[src/rtl/seg7_pkg.sv]
// seg7_pkg: shared definitions for the seven-segment capture block.
//   - SEG7_0 .. SEG7_F : active-low glyph patterns, bit6 = a ... bit0 = g
//   - seg7_state_e     : capture FSM states (ACQ, CNT, LOCK)
package seg7_pkg;

  localparam logic [6:0] SEG7_0 = 7'b0000001;
  localparam logic [6:0] SEG7_1 = 7'b1001111;
  localparam logic [6:0] SEG7_2 = 7'b0010010;
  localparam logic [6:0] SEG7_3 = 7'b0000110;
  localparam logic [6:0] SEG7_4 = 7'b1001100;
  localparam logic [6:0] SEG7_5 = 7'b0100100;
  localparam logic [6:0] SEG7_6 = 7'b0100000;
  localparam logic [6:0] SEG7_7 = 7'b0001111;
  localparam logic [6:0] SEG7_8 = 7'b0000000;
  localparam logic [6:0] SEG7_9 = 7'b0000100;
  localparam logic [6:0] SEG7_A = 7'b0001000;
  localparam logic [6:0] SEG7_B = 7'b1100000;
  localparam logic [6:0] SEG7_C = 7'b0110001;
  localparam logic [6:0] SEG7_D = 7'b1000010;
  localparam logic [6:0] SEG7_E = 7'b0110000;
  localparam logic [6:0] SEG7_F = 7'b0111000;

  typedef enum logic [1:0] {
    ACQ  = 2'd0,
    CNT  = 2'd1,
    LOCK = 2'd2
  } seg7_state_e;

endpackage

[src/rtl/seg7_capture_if.sv]
// seg7_capture_if: sample/result bundle of the seven-segment capture block.
//   sample_en          : sample strobe
//   seg_lsd / seg_msd  : active-low segment patterns of the low / high digit
//   value              : last locked value {msd nibble, lsd nibble}
//   locked             : capture FSM is in LOCK
//   new_valid          : one-cycle pulse on every entry into LOCK
//   err                : one-cycle pulse after a strobe with an invalid glyph
//   err_count          : saturating count of invalid strobes (0 when not built)
// Modports: master drives the samples and observes results, slave is the capture block.
interface seg7_capture_if;
  logic       sample_en;
  logic [6:0] seg_lsd;
  logic [6:0] seg_msd;
  logic [7:0] value;
  logic       locked;
  logic       new_valid;
  logic       err;
  logic [7:0] err_count;

  modport master (
    output sample_en, seg_lsd, seg_msd,
    input  value, locked, new_valid, err, err_count
  );

  modport slave (
    input  sample_en, seg_lsd, seg_msd,
    output value, locked, new_valid, err, err_count
  );
endinterface

[src/rtl/seg7_digit_dec.sv]
// seg7_digit_dec: combinational decode of one active-low 7-segment pattern
// back into its hex nibble.
//   seg_i : pattern, bit6 = a ... bit0 = g
//   nib_o : decoded nibble (4'h0 when the pattern is not a known glyph)
//   ok_o  : 1 when seg_i matches one of the 16 glyphs
module seg7_digit_dec
  import seg7_pkg::*;
(
  input  logic [6:0] seg_i,
  output logic [3:0] nib_o,
  output logic       ok_o
);

  // Pattern-to-nibble lookup; anything off the glyph table is invalid.
  always_comb begin
    nib_o = 4'h0;
    ok_o  = 1'b1;
    case (seg_i)
      SEG7_0:  nib_o = 4'h0;
      SEG7_1:  nib_o = 4'h1;
      SEG7_2:  nib_o = 4'h2;
      SEG7_3:  nib_o = 4'h3;
      SEG7_4:  nib_o = 4'h4;
      SEG7_5:  nib_o = 4'h5;
      SEG7_6:  nib_o = 4'h6;
      SEG7_7:  nib_o = 4'h7;
      SEG7_8:  nib_o = 4'h8;
      SEG7_9:  nib_o = 4'h9;
      SEG7_A:  nib_o = 4'hA;
      SEG7_B:  nib_o = 4'hB;
      SEG7_C:  nib_o = 4'hC;
      SEG7_D:  nib_o = 4'hD;
      SEG7_E:  nib_o = 4'hE;
      SEG7_F:  nib_o = 4'hF;
      default: begin
        nib_o = 4'h0;
        ok_o  = 1'b0;
      end
    endcase
  end

endmodule

[src/rtl/seg7_capture.sv]
// seg7_capture: reads a two-digit active-low 7-segment display back into an
// 8-bit value. A value is published only after STABLE_CNT consecutive identical
// valid strobes; strobes carrying an invalid glyph are flagged.
// Parameters:
//   STABLE_CNT : matching strobes required to lock (1..255), default 4
// Ports:
//   clk   : clock, rising edge
//   rst_n : asynchronous active-low reset
//   bus   : seg7_capture_if.slave (samples in, value/locked/new_valid/err/err_count out)
// Build option:
//   SEG7_CAPTURE_ERRCNT_EN : when defined, builds the saturating error counter;
//                            otherwise err_count is tied to 8'h00.
module seg7_capture
  import seg7_pkg::*;
#(
  parameter int unsigned STABLE_CNT = 4
)(
  input  logic           clk,
  input  logic           rst_n,
  seg7_capture_if.slave  bus
);

  localparam logic [7:0] STABLE_LIM = 8'(STABLE_CNT);

  logic [3:0]  lsd_nib;
  logic [3:0]  msd_nib;
  logic        lsd_ok;
  logic        msd_ok;
  logic [7:0]  cand;
  logic        ok;
  logic [7:0]  cnt_inc;

  seg7_state_e state_q, state_d;
  logic [7:0]  hold_q, hold_d;
  logic [7:0]  cnt_q, cnt_d;
  logic [7:0]  value_q, value_d;
  logic        locked_q, locked_d;
  logic        new_valid_q, new_valid_d;
  logic        err_q, err_d;

  seg7_digit_dec u_dec_lsd (
    .seg_i (bus.seg_lsd),
    .nib_o (lsd_nib),
    .ok_o  (lsd_ok)
  );

  seg7_digit_dec u_dec_msd (
    .seg_i (bus.seg_msd),
    .nib_o (msd_nib),
    .ok_o  (msd_ok)
  );

  assign cand    = {msd_nib, lsd_nib};
  assign ok      = lsd_ok & msd_ok;
  assign cnt_inc = cnt_q + 8'd1;

  // Capture FSM: an invalid strobe wins over everything, including a strobe
  // that would otherwise complete the count.
  always_comb begin
    state_d     = state_q;
    hold_d      = hold_q;
    cnt_d       = cnt_q;
    value_d     = value_q;
    new_valid_d = 1'b0;
    err_d       = 1'b0;
    if (bus.sample_en) begin
      if (!ok) begin
        state_d = ACQ;
        cnt_d   = 8'd0;
        err_d   = 1'b1;
      end else begin
        case (state_q)
          ACQ: begin
            hold_d = cand;
            cnt_d  = 8'd1;
            if (STABLE_LIM == 8'd1) begin
              state_d     = LOCK;
              value_d     = cand;
              new_valid_d = 1'b1;
            end else begin
              state_d = CNT;
            end
          end
          CNT: begin
            if (cand == hold_q) begin
              cnt_d = cnt_inc;
              if (cnt_inc == STABLE_LIM) begin
                state_d     = LOCK;
                value_d     = hold_q;
                new_valid_d = 1'b1;
              end else begin
                state_d = CNT;
              end
            end else begin
              // A different value restarts the count from this strobe.
              hold_d  = cand;
              cnt_d   = 8'd1;
              state_d = CNT;
            end
          end
          LOCK: begin
            if (cand == hold_q) begin
              state_d = LOCK;
            end else begin
              // value keeps the old lock until the new one completes.
              hold_d = cand;
              cnt_d  = 8'd1;
              if (STABLE_LIM == 8'd1) begin
                state_d     = LOCK;
                value_d     = cand;
                new_valid_d = 1'b1;
              end else begin
                state_d = CNT;
              end
            end
          end
          default: begin
            state_d = ACQ;
            cnt_d   = 8'd0;
          end
        endcase
      end
    end else begin
      state_d = state_q;
    end
    locked_d = (state_d == LOCK);
  end

  // FSM and output registers.
  always_ff @(posedge clk or negedge rst_n) begin
    if (!rst_n) begin
      state_q     <= ACQ;
      hold_q      <= 8'h00;
      cnt_q       <= 8'd0;
      value_q     <= 8'h00;
      locked_q    <= 1'b0;
      new_valid_q <= 1'b0;
      err_q       <= 1'b0;
    end else begin
      state_q     <= state_d;
      hold_q      <= hold_d;
      cnt_q       <= cnt_d;
      value_q     <= value_d;
      locked_q    <= locked_d;
      new_valid_q <= new_valid_d;
      err_q       <= err_d;
    end
  end

  assign bus.value     = value_q;
  assign bus.locked    = locked_q;
  assign bus.new_valid = new_valid_q;
  assign bus.err       = err_q;

`ifdef SEG7_CAPTURE_ERRCNT_EN
  logic [7:0] err_count_q, err_count_d;

  // Saturating error counter, advances on the same edge that raises err.
  always_comb begin
    if (err_d && (err_count_q != 8'hFF)) begin
      err_count_d = err_count_q + 8'd1;
    end else begin
      err_count_d = err_count_q;
    end
  end

  // Error counter register, cleared only by reset.
  always_ff @(posedge clk or negedge rst_n) begin
    if (!rst_n) begin
      err_count_q <= 8'h00;
    end else begin
      err_count_q <= err_count_d;
    end
  end

  assign bus.err_count = err_count_q;
`else
  assign bus.err_count = 8'h00;
`endif

endmodule

[src/flat_wrapper.sv]
// flat-port wrapper written by rule: the top's interface ports become plain ports
module seg7_capture_flat import seg7_pkg::*;
#(
  parameter int unsigned STABLE_CNT = 4
)
  (clk, rst_n, bus_sample_en, bus_seg_lsd, bus_seg_msd, bus_value, bus_locked, bus_new_valid, bus_err, bus_err_count);
  seg7_capture_if bus_i ();
  input  logic clk;
  input  logic rst_n;
  input wire logic [$bits(bus_i.sample_en)-1:0] bus_sample_en;
  input wire logic [$bits(bus_i.seg_lsd)-1:0] bus_seg_lsd;
  input wire logic [$bits(bus_i.seg_msd)-1:0] bus_seg_msd;
  output wire logic [$bits(bus_i.value)-1:0] bus_value;
  output wire logic [$bits(bus_i.locked)-1:0] bus_locked;
  output wire logic [$bits(bus_i.new_valid)-1:0] bus_new_valid;
  output wire logic [$bits(bus_i.err)-1:0] bus_err;
  output wire logic [$bits(bus_i.err_count)-1:0] bus_err_count;
  assign bus_i.sample_en = bus_sample_en;
  assign bus_i.seg_lsd = bus_seg_lsd;
  assign bus_i.seg_msd = bus_seg_msd;
  assign bus_value = bus_i.value;
  assign bus_locked = bus_i.locked;
  assign bus_new_valid = bus_i.new_valid;
  assign bus_err = bus_i.err;
  assign bus_err_count = bus_i.err_count;
  seg7_capture #(.STABLE_CNT(STABLE_CNT)) u_core (.clk(clk), .rst_n(rst_n), .bus(bus_i));
endmodule
[config.mk]
export PLATFORM = sky130hd
export DESIGN_NAME = seg7_capture_flat
export DESIGN_NICKNAME = d
export VERILOG_FILES = /design/src/rtl/seg7_pkg.sv /design/src/rtl/seg7_capture_if.sv /design/src/rtl/seg7_digit_dec.sv /design/src/rtl/seg7_capture.sv /design/src/flat_wrapper.sv
export SDC_FILE = /design/constraint.sdc
export NUM_CORES = 1
export LEC_CHECK = 0
export ABC_CLOCK_PERIOD_IN_PS = 1800
export CAP_MARGIN = 20
export CORE_UTILIZATION = 43
export CTS_CLUSTER_SIZE = 14
export DETAILED_ROUTE_END_ITERATION = 12
export MAX_ROUTING_LAYER = met4
export PLACE_DENSITY = 0.68
export RECOVER_POWER = 25
export REMOVE_ABC_BUFFERS = 1
export SYNTH_ARGS = -nofsm -noshare
export SYNTH_HDL_FRONTEND = slang
export SYNTH_HIERARCHICAL = 1
export SYNTH_SLANG_ARGS = --single-unit
[constraint.sdc]
create_clock -name clk -period 1.8 [get_ports clk]
set_input_delay 0.27 -clock clk [delete_from_list [all_inputs] [get_ports clk]]
set_output_delay 0.27 -clock clk [all_outputs]
set_load 0.02 [all_outputs]
=== After elaboration in Yosys (flattened, before gate mapping) ===
Index checks and enable logic that the tools add are counted.

* ROM bits: 0
* Input bits: 17
* Latch bits: 0
* RAM bits: 0
* Memories: 0
* Flip-flop bits (word level): 29
* Output and inout bits: 19

* Multiply operators: 0
* Shift operators: 0
* Div/mod/pow operators: 0
* Eq/ne operators: 37
* Muxes and demuxes: 23
* Order comparisons: 0
* Add/subtract/negate cells: 1
* Reductions and logical operators: 10
* Bitwise logic cells: 1

{| class="wikitable"
|+ Operator list
! kind !! count
|-
| $pmux 4 s15 || 2
|-
| $eq 7x6->1 const B || 10
|-
| $eq 7x7->1 const B || 8
|-
| $mux 8 || 4
|-
| $reduce_or 16->1 || 2
|-
| $eq 7x3->1 const B || 4
|-
| $eq 7x4->1 const B || 4
|-
| $pmux 8 s3 || 1
|-
| $pmux 8 s2 || 1
|-
| $eq 7x1->1 const B || 2
|-
| $eq 7x5->1 const B || 2
|-
| $logic_not 7->1 || 2
|-
| $mux 2 || 5
|-
| $mux 1 || 9
|-
| $add 8x1->8 const B || 1
|-
| $eq 8x3->1 const B || 1
|-
| $eq 8x8->1 || 1
|-
| $pmux 2 s3 || 1
|-
| $reduce_and 5->1 || 1
|-
| $eq 2x2->1 const B || 2
|-
| $reduce_and 4->1 || 1
|-
| $ne 3x3->1 const B || 1
|-
| $eq 2x1->1 const B || 1
|-
| $logic_not 2->1 || 1
|-
| 5 further kinds || 5
|}

=== Logic depth before layout (Yosys ltp) ===
Gate-level depths: netlist of the first run.

* Word-level depth: 8
* Mapped depth: 10

=== Hierarchy ===
Netlist of the first run, hierarchy kept.

{| class="wikitable"
|+ Modules (own cells, without submodules)
! module !! sequential area each (um^2) !! instances !! area an instance (um^2) !! cells an instance
|-
| seg7_capture || 725.7 || 1 || 1641.6 || 149
|-
| seg7_digit_dec || 0.0 || 2 || 357.8 || 53
|}

=== Worst setup path after synthesis of the first run ===
OpenSTA, ideal clock, no wires.

* Path kind: input -> register
* From: in bus_seg_msd[0]
* To: reg u_core.value_q[0] (netlist: u_core/bus.value[0])
* Arrival time: 2475 ps
* Library setup time: 125 ps
* Stages on the path: 9
* Slack: -800 ps
* Cell sequence: clkbuf_1 -> nor4b_1 -> a22oi_1 -> and2_1 -> nand2_1 -> xnor2_1 -> nand4_1 -> nor4_4 -> mux2_2

* Elaborated cells on any way between the ends: 22

{| class="wikitable"
|+ RTL lines
! element !! line !! text
|-
| start, declared || flat_wrapper.sv:12 || <nowiki>input wire logic [$bits(bus_i.seg_msd)-1:0] bus_seg_msd;</nowiki>
|-
| $eq 7x6->1 (tied with other cells) || seg7_digit_dec.sv:18 || <nowiki>case (seg_i)</nowiki>
|-
| $pmux 4 s15 (*) || seg7_digit_dec.sv:18 ||
|-
| named net u_core.msd_nib[2] || seg7_capture.sv:26 || <nowiki>logic [3:0] msd_nib;</nowiki>
|-
| $eq 8x8->1 (*) || seg7_capture.sv:85 || <nowiki>if (cand == hold_q) begin</nowiki>
|-
| $reduce_and 5->1 (no line) (*) || n/a ||
|-
| end signal, assigned || seg7_capture.sv:143 || <nowiki>value_q <= value_d;</nowiki>
|-
| end, declared || seg7_capture.sv:36 || <nowiki>logic [7:0] value_q, value_d;</nowiki>
|}

Mark *: on every way through the listed nets, which the timed path passes. The rest lies on a longest branch.
A chain may end at the register's enable or synchronous reset.

=== Final worst setup path of the first run ===
* From: in bus_seg_msd[1]
* To: reg u_core.hold_q[1]

* Word-level cells in the longest chain between the ends: 5
* Elaborated cells on any way between the ends: 23

{| class="wikitable"
|+ Ends and longest elaborated chain
! element !! line !! text
|-
| $eq 7x6->1 (tied with other cells) || seg7_digit_dec.sv:18 ||
|-
| $pmux 4 s15 (*) || seg7_digit_dec.sv:18 ||
|-
| named net u_core.msd_nib[1] || seg7_capture.sv:26 ||
|-
| $eq 8x8->1 (*) || seg7_capture.sv:85, seg7_capture.sv:102 ||
|-
| $ne 2x2->1 (no line) (*) || n/a ||
|-
| $reduce_and 4->1 (no line) (*) || n/a ||
|-
| end signal, assigned || seg7_capture.sv:141 || <nowiki>hold_q <= hold_d;</nowiki>
|-
| end, declared || seg7_capture.sv:34 || <nowiki>logic [7:0] hold_q, hold_d;</nowiki>
|}

Marked as above.

==> run_results.csv, run 1 <==
group,metric,value,unit
run_status,outcome,"finished with violations",
run_status,failing_checks,"setup timing",
cells_and_area,drive_above_1_share,49.0,%
clocking,cts_tree,"done",
critical_path,cp_cell_sequence,"clkdlybuf4s15_1 > buf_4 > a2111o_1 > a21o_1 > o311ai_2 > xnor2_1 > nand4_1 > buf_6 > buf_4 > o31a_1 > buf_4 > mux2_2",
critical_path,path_class,"primary input to register",
logic_synthesis,synth_area_per_cell,9.24,sq um
critical_path,timing.critical_path.required,1960,ps
timing,holdWs,512,ps
logic_synthesis,sequential_fraction_of_the_synthesis_area,30.8,%
drt,routedWlPerCell,17.7,um
worst_hold_path,min-delay-path-class,"register to register",
clocking,hold_buffers,0,
cells_and_area,insertedDiodeCount,0,
timing,finalSetupViolations,28,
logic_synthesis,async_reset_ff_share,100,%
drt,final_routed_drc_violation_total,0,
cells_and_area,layout_commonest_cell,"buf_4",
power_and_ir_drop,vdd_ir_drop_max,0.306,mV
clocking,ctsHtreeMaxLevel,2,
critical_path,timing.critical_path.arrival,2650,ps
power_and_ir_drop,leakage_dissipation,1.70,nW
placed_design,postPlaceCellArea,3180,sq um
placed_design,place_hpwl,4.91,mm
drt,drt_pre_antenna_iters,5,
cells_and_area,commonest_cells_after_routing_fill_and_taps_aside,"buf_4 (72), dfrtp_1 (29), buf_6 (22)",
critical_path,cp-end-kind,"register",
timing,finClkSkew,11.6,ps
die,die-area,5780,sq um
power_and_ir_drop,share_seq_of_total_power,38.3,%
clocking,clkLatencyLatePin,280,ps
drt,routed_wirelength,7.67,mm
global_routing,grt_start_max_net_pins,30,
drt,route.vias.total,2536,
logic_synthesis,synthesis.area,2360,sq um
cells_and_area,num-nets-final,384,
cells_and_area,fin_area,3800,sq um
cells_and_area,instances_no_fill,433,
timing,max_slew.worst_pin.slew,729,ps
clocking,cts.sinks,29,
die,core_area,5200,sq um
timing,final-max-slew-violation-count,0,
logic_synthesis,ys.flop_type,"dfrtp_1",
critical_path,cp-start-kind,"primary input",
die,floorplan.die.width,76.0,um
power_and_ir_drop,power_frac_comb,32.4,%
placed_design,dpl.cell_count,410,
clocking,cts_inserted_buffers,5,
drt,drtIter0Drc,159,
critical_path,cpMostUsedCell,"buf_4",
global_routing,grt_usage,28.2,%
timing,final.period_utilization,138,%
cells_and_area,layout-area-overhead-vs-synth,61.0,%
placed_design,globalplace.congestion,0.951,
clocking,cts_max_path_buffers,2,
logic_synthesis,post_synth_num_cell_types,59,
critical_path,cp_num_buf_inv,5,
die,core.rowCount,26,
global_routing,first_pass_grt_wire_length,12.6,mm
critical_path,critPathMaxFanout,5,
global_routing,overall_overflow_remaining_after_global_route,0,
die,initial_core_util,45.3,%
power_and_ir_drop,switching_power,0.537,mW
critical_path,crit_slowest_cell,"a2111o_1",
global_routing,first_global_vias,2571,
logic_synthesis,yosysWarningCount,6,
drt,route.detailed.vias_per_inst,5.86,
critical_path,crit_family,"compound AO/OA/AOI/OAI gates",
flow_run,maxCapViolCount,0,
logic_synthesis,synth_cells,255,
timing,setup_slack,-687,ps
placed_design,io_buffer_count,27,
clocking,path_clk_slew,60,ps
logic_synthesis,synth_edf_count,0,
power_and_ir_drop,power_report.internal_total,1.20,mW
logic_synthesis,synth_seq_cells,29,
timing,rsz_0062_raised_after_global_routing,"yes",
timing,final_hold_viol_count,0,
clocking,clk_root_buffer_cell,"clkbuf_8",
global_routing,initial_antenna_violation_count,0,
power_and_ir_drop,sw_ratio,30.9,%
die,num_io_pins,36,
critical_path,critical_path.max_stage_delay,330,ps
power_and_ir_drop,power_density,458,nW/um^2
timing,slew_limit_headroom,51.4,%
timing,max_freq,0.402,GHz
die,die_height,76.0,um
timing,period_minus_slack,2490,ps
drt,antenna_left,0,
power_and_ir_drop,portion_of_total_power_attributed_to_the_clock_network,29.3,%
state kept, by name, indices dropped and copies added, names as in the netlist:
name	flops
u_core/bus.new_valid	1
u_core/state_q	2
u_core/cnt_q	8
u_core/hold_q	8
u_core/bus.locked	1
u_core/bus.err	1
u_core/bus.value	8
synthesized netlist by cell type, drive strengths merged (2+ instances only):
cell type / count / area, sq um
nor2: 4 / 15.0
a32oi: 2 / 17.5
o32ai: 7 / 61.3
clkbuf: 7 / 26.3
a22o: 3 / 26.3
nand3b: 2 / 15.0
dfrtp: 29 / 726
and2: 2 / 12.5
a31o: 2 / 17.5
o21ai: 3 / 15.0
a21oi: 7 / 35.0
nand2b: 3 / 18.8
or2: 2 / 12.5
nand4: 10 / 62.6
nor4: 8 / 71.3
mux2: 16 / 180
nor2b: 6 / 37.5
and3b: 2 / 17.5
o41ai: 3 / 26.3
a22oi: 2 / 15.0
nand4bb: 2 / 22.5
nand2: 17 / 63.8
a2111o: 2 / 22.5
buf: 19 / 118
ha: 5 / 62.6
o221ai: 2 / 17.5
o311ai: 2 / 32.5
and4: 2 / 17.5
xor2: 2 / 17.5
nor3b: 8 / 60.1
a21o: 5 / 37.5
nor3: 6 / 30.0
inv: 13 / 48.8
o22ai: 2 / 12.5
o2111ai: 2 / 17.5
or4: 2 / 15.0
nor4b: 4 / 35.0
xnor2: 12 / 105
nand3: 7 / 40.0
or3b: 2 / 17.5
nor4bb: 3 / 30.0
a211oi: 5 / 37.5
power by group through the flow:
stage | Combinational, mW | Clock (mW) | Sequential (mW)
after floorplan | 0.143 | 0 | 0.678
after global placement | 0.376 | 0 | 0.677
after detailed placement | 0.380 | 0 | 0.678
after CTS | 0.504 | 0.521 | 0.666
after global routing | 0.597 | 0.547 | 0.667
final | 0.563 | 0.509 | 0.666
final cells by class:
cell class                 instances  area [sq um]
multi-input combinational        194          1850
inverter                          13          48.8
timing repair buffer             119          1000
clock inverter                     2          10.0
clock buffer                       6          72.6
fill                             367          1410
sequential                        29           726
tap                               70          87.6
kinds of logic (layout without fill, tap and decap cells):
kind of cell	after synthesis	in the layout	synth area share, %
XOR/XNOR	14	14	5.20
other	1	8	0.159
AO/OA/AOI/OAI	57	57	19.5
adder cells (fa/ha/maj)	5	5	2.65
AND/OR/NAND/NOR	94	94	25.8
flip-flops	29	29	30.8
buffers and inverters	39	140	8.17
multiplexers	16	16	7.64
routing by layer:
layer	vias up	global-route usage, %	share of wire [%]
met5	-	-	0
met4	0	9.04	2.4
met3	16	3.83	3.6
met2	93	49.6	51
met1	1255	33.4	43
li1	1172	-	-
worst paths after layout:
check / from / endpoint / slack [ps] / depth (start not counted)
worst max-delay path: bus_seg_msd[1] / u_core/hold_q[1]$_DFFE_PN0P_ / -690 / 12
worst min-delay path: u_core/bus.value[5]$_DFFE_PN0P_ / u_core/bus.value[5]$_DFFE_PN0P_ / 510 / 1
worst max register to register: u_core/cnt_q[1]$_DFFE_PN0P_ / u_core/bus.locked$_DFF_PN0_ / -240 / 6
worst min register to register: u_core/bus.value[5]$_DFFE_PN0P_ / u_core/bus.value[5]$_DFFE_PN0P_ / 510 / 1
max in group asynchronous: rst_n / u_core/bus.locked$_DFF_PN0_ / 750 / 2
min in group asynchronous: rst_n / u_core/cnt_q[1]$_DFFE_PN0P_ / 580 / 2
repair_timing:
item	CTS	global route
pin swaps	39	26
setup buffers	13	5
cloned	3	0
endpoints found under the hold margin	0	0
endpoints found under the setup margin	29	29
gates resized for setup	114	24
stage by stage:
step | setup slack, ps | util [%] | setup TNS (ps) | total power, mW
after floorplan | -798 | - | -17080 | 0.822
after global placement | -1530 | 61.0 | -37460 | 1.05
after detailed placement | -1470 | 61.0 | -37860 | 1.06
after CTS | -705 | 70.5 | -15460 | 1.69
after global routing | -811 | 72.9 | -19260 | 1.81
final | -687 | 72.9 | -16420 | 1.74
No activity file was read; power rests on OpenSTA's default activity.
==> run 2, diff against run 1 <==
--- a/config.mk
+++ b/config.mk
@@ -10,10 +10,12 @@
 export CORE_UTILIZATION = 43
 export CTS_CLUSTER_SIZE = 14
 export DETAILED_ROUTE_END_ITERATION = 12
+export GPL_TIMING_DRIVEN = 0
 export MAX_ROUTING_LAYER = met4
 export PLACE_DENSITY = 0.68
 export RECOVER_POWER = 25
 export REMOVE_ABC_BUFFERS = 1
+export SKIP_CTS_REPAIR_TIMING = 1
 export SYNTH_ARGS = -nofsm -noshare
 export SYNTH_HDL_FRONTEND = slang
 export SYNTH_HIERARCHICAL = 1
==> run 2 against run 1 <==
The run still ends with setup timing left. Setup slack got worse by 33 ps. Die area did not move. Critical endpoint is now u_core/bus.value[3]$_DFFE_PN0P_. Clock-buffer cell count rose by 1.
==> run_results.csv, run 2 (synthesis gave the netlist of run 1 again) <==
group,metric,value,unit
run_status,outcome,"finished with violations",
run_status,failing_checks,"setup timing",
power_and_ir_drop,portion_of_total_power_attributed_to_the_clock_network,33.1,%
placed_design,place_ws,-2040,ps
cells_and_area,layout-area-overhead-vs-synth,31.9,%
placed_design,postPlaceCellArea,2630,sq um
cells_and_area,fillers,437,
clocking,cts_inserted_buffers,5,
cells_and_area,instances_no_fill,363,
critical_path,timing.critical_path.required,1950,ps
clocking,clkLatencyLatePin,280,ps
die,die_height,76.0,um
cells_and_area,fin_area,3110,sq um
critical_path,crit_slowest_cell,"or3b_4",
critical_path,critPathMaxFanout,6,
placed_design,place_hpwl,3.71,mm
cells_and_area,drive_above_1_share,30.4,%
placed_design,globalplace.congestion,0.835,
cells_and_area,seq_area,726,sq um
critical_path,cp-start-kind,"primary input",
critical_path,critical_path.max_stage_delay,380,ps
cells_and_area,insertedDiodeCount,0,
power_and_ir_drop,power_frac_comb,25.2,%
critical_path,path_class,"primary input to register",
drt,route.detailed.vias_per_inst,6.14,
cells_and_area,multi_input_comb_area,1660,sq um
timing,rsz_0062_raised_after_global_routing,"yes",
placed_design,io_buffer_count,27,
global_routing,grt_start_max_net_pins,19,
power_and_ir_drop,share_seq_of_total_power,41.7,%
power_and_ir_drop,switching_power,0.461,mW
power_and_ir_drop,sw_ratio,28.9,%
power_and_ir_drop,power_report.internal_total,1.14,mW
timing,final-max-slew-violation-count,0,
power_and_ir_drop,leakage_dissipation,1.28,nW
placed_design,dpl.cell_count,334,
timing,period_minus_slack,2520,ps
drt,drtIter0Drc,172,
die,core_area,5200,sq um
timing,finClkSkew,8.76,ps
clocking,cts.sinks,29,
cells_and_area,num-nets-final,315,
timing,setup_slack,-720,ps
power_and_ir_drop,power_density,514,nW/um^2
die,initial_core_util,45.3,%
clocking,cts_max_path_buffers,2,
timing,slew_limit_headroom,56.5,%
drt,drt_pre_antenna_iters,4,
drt,routed_wirelength,6.04,mm
clocking,ctsHtreeMaxLevel,2,
drt,route.vias.total,2229,
critical_path,timing.critical_path.arrival,2670,ps
global_routing,first_pass_grt_wire_length,8.65,mm
cells_and_area,layout_commonest_cell,"dfrtp_1",
die,floorplan.die.width,76.0,um
flow_run,maxCapViolCount,0,
drt,final_routed_drc_violation_total,0,
clocking,path_clk_slew,60,ps
drt,routedWlPerCell,16.7,um
timing,final.period_utilization,140,%
global_routing,initial_antenna_violation_count,0,
critical_path,worst_r2r_path_depth,6,
global_routing,first_global_vias,1836,
timing,max_freq,0.397,GHz
power_and_ir_drop,vdd_ir_drop_max,0.263,mV
timing,final_hold_viol_count,0,
critical_path,cp_cell_sequence,"buf_12 > or3b_4 > a211oi_2 > a21oi_2 > o311ai_2 > xnor2_1 > nand4_1 > buf_4 > nor4_4 > buf_4 > mux2_4",
clocking,cts_tree,"done",
die,num_io_pins,36,
global_routing,overall_overflow_remaining_after_global_route,0,
critical_path,cp-end-kind,"register",
global_routing,grt_usage,19.0,%
cells_and_area,commonest_cells_after_routing_fill_and_taps_aside,"dfrtp_1 (29), buf_4 (19), nand2_1 (16)",
drt,antenna_left,0,
timing,finalSetupViolations,28,
clocking,clk_root_buffer_cell,"clkbuf_8",
die,die-area,5780,sq um
timing,max_slew.worst_pin.slew,650,ps
critical_path,cpMostUsedCell,"buf_4",
worst_hold_path,min-delay-path-class,"primary input to async pin",
die,core.rowCount,26,
-- run 2: critical path: cells and delay by family --
kind	cells	cell delay, ps
compound gates	3	590
mux	1	300
buf+inv	3	540
xor+xnor	1	160
simple gates	3	800
-- run 2: stage by stage --
step	hold slack [ps]	power [mW]	utilization, %	setup TNS (ps)
finish	461	1.60	59.7	-16020
global route	505	1.66	59.7	-18050
CTS	416	1.49	52.1	-41350
detailed placement	501	0.959	50.4	-49760
global placement	495	0.951	49.9	-51880
floorplan	-25.6	0.822	-	-17080
-- run 2: layout make-up --
type	instances	share of cell area, %
Sequential cell	29	23.3
Clock buffer	7	2.78
Tap cell	70	2.82
Multi-Input combinational cell	194	53.4
Inverter	13	1.57
Timing Repair Buffer	50	16.1
-- run 2: metal layers --
metal  up-vias  share of wire (%)  GRT usage, %
met1      1114                 44          25.2
li1       1034                  -             -
met2        76                 51          29.7
met5         -                  0             -
met4         0               0.94          5.77
met3         5                4.3          3.23
-- run 2: final timing paths --
path                                                  from                               to  slack, ps
min                                                  rst_n         u_core/bus.err$_DFF_PN0_        460
min reg2reg                u_core/bus.value[1]$_DFFE_PN0P_  u_core/bus.value[1]$_DFFE_PN0P_        510
min in group clk           u_core/bus.value[1]$_DFFE_PN0P_  u_core/bus.value[1]$_DFFE_PN0P_        510
max reg2reg                    u_core/state_q[0]$_DFF_PN0_      u_core/cnt_q[7]$_DFFE_PN0P_       -410
max in group asynchronous                            rst_n      u_core/bus.locked$_DFF_PN0_        820
max                                         bus_seg_lsd[5]  u_core/bus.value[3]$_DFFE_PN0P_       -720
-- run 2: power groups by stage --
stage               Clock, mW  Sequential [mW]  Combinational (mW)
floorplan                   0            0.678               0.143
global placement            0            0.678               0.272
finish                  0.529            0.667               0.402
global route            0.569            0.668               0.428
CTS                     0.543            0.667               0.281
detailed placement          0            0.679               0.281
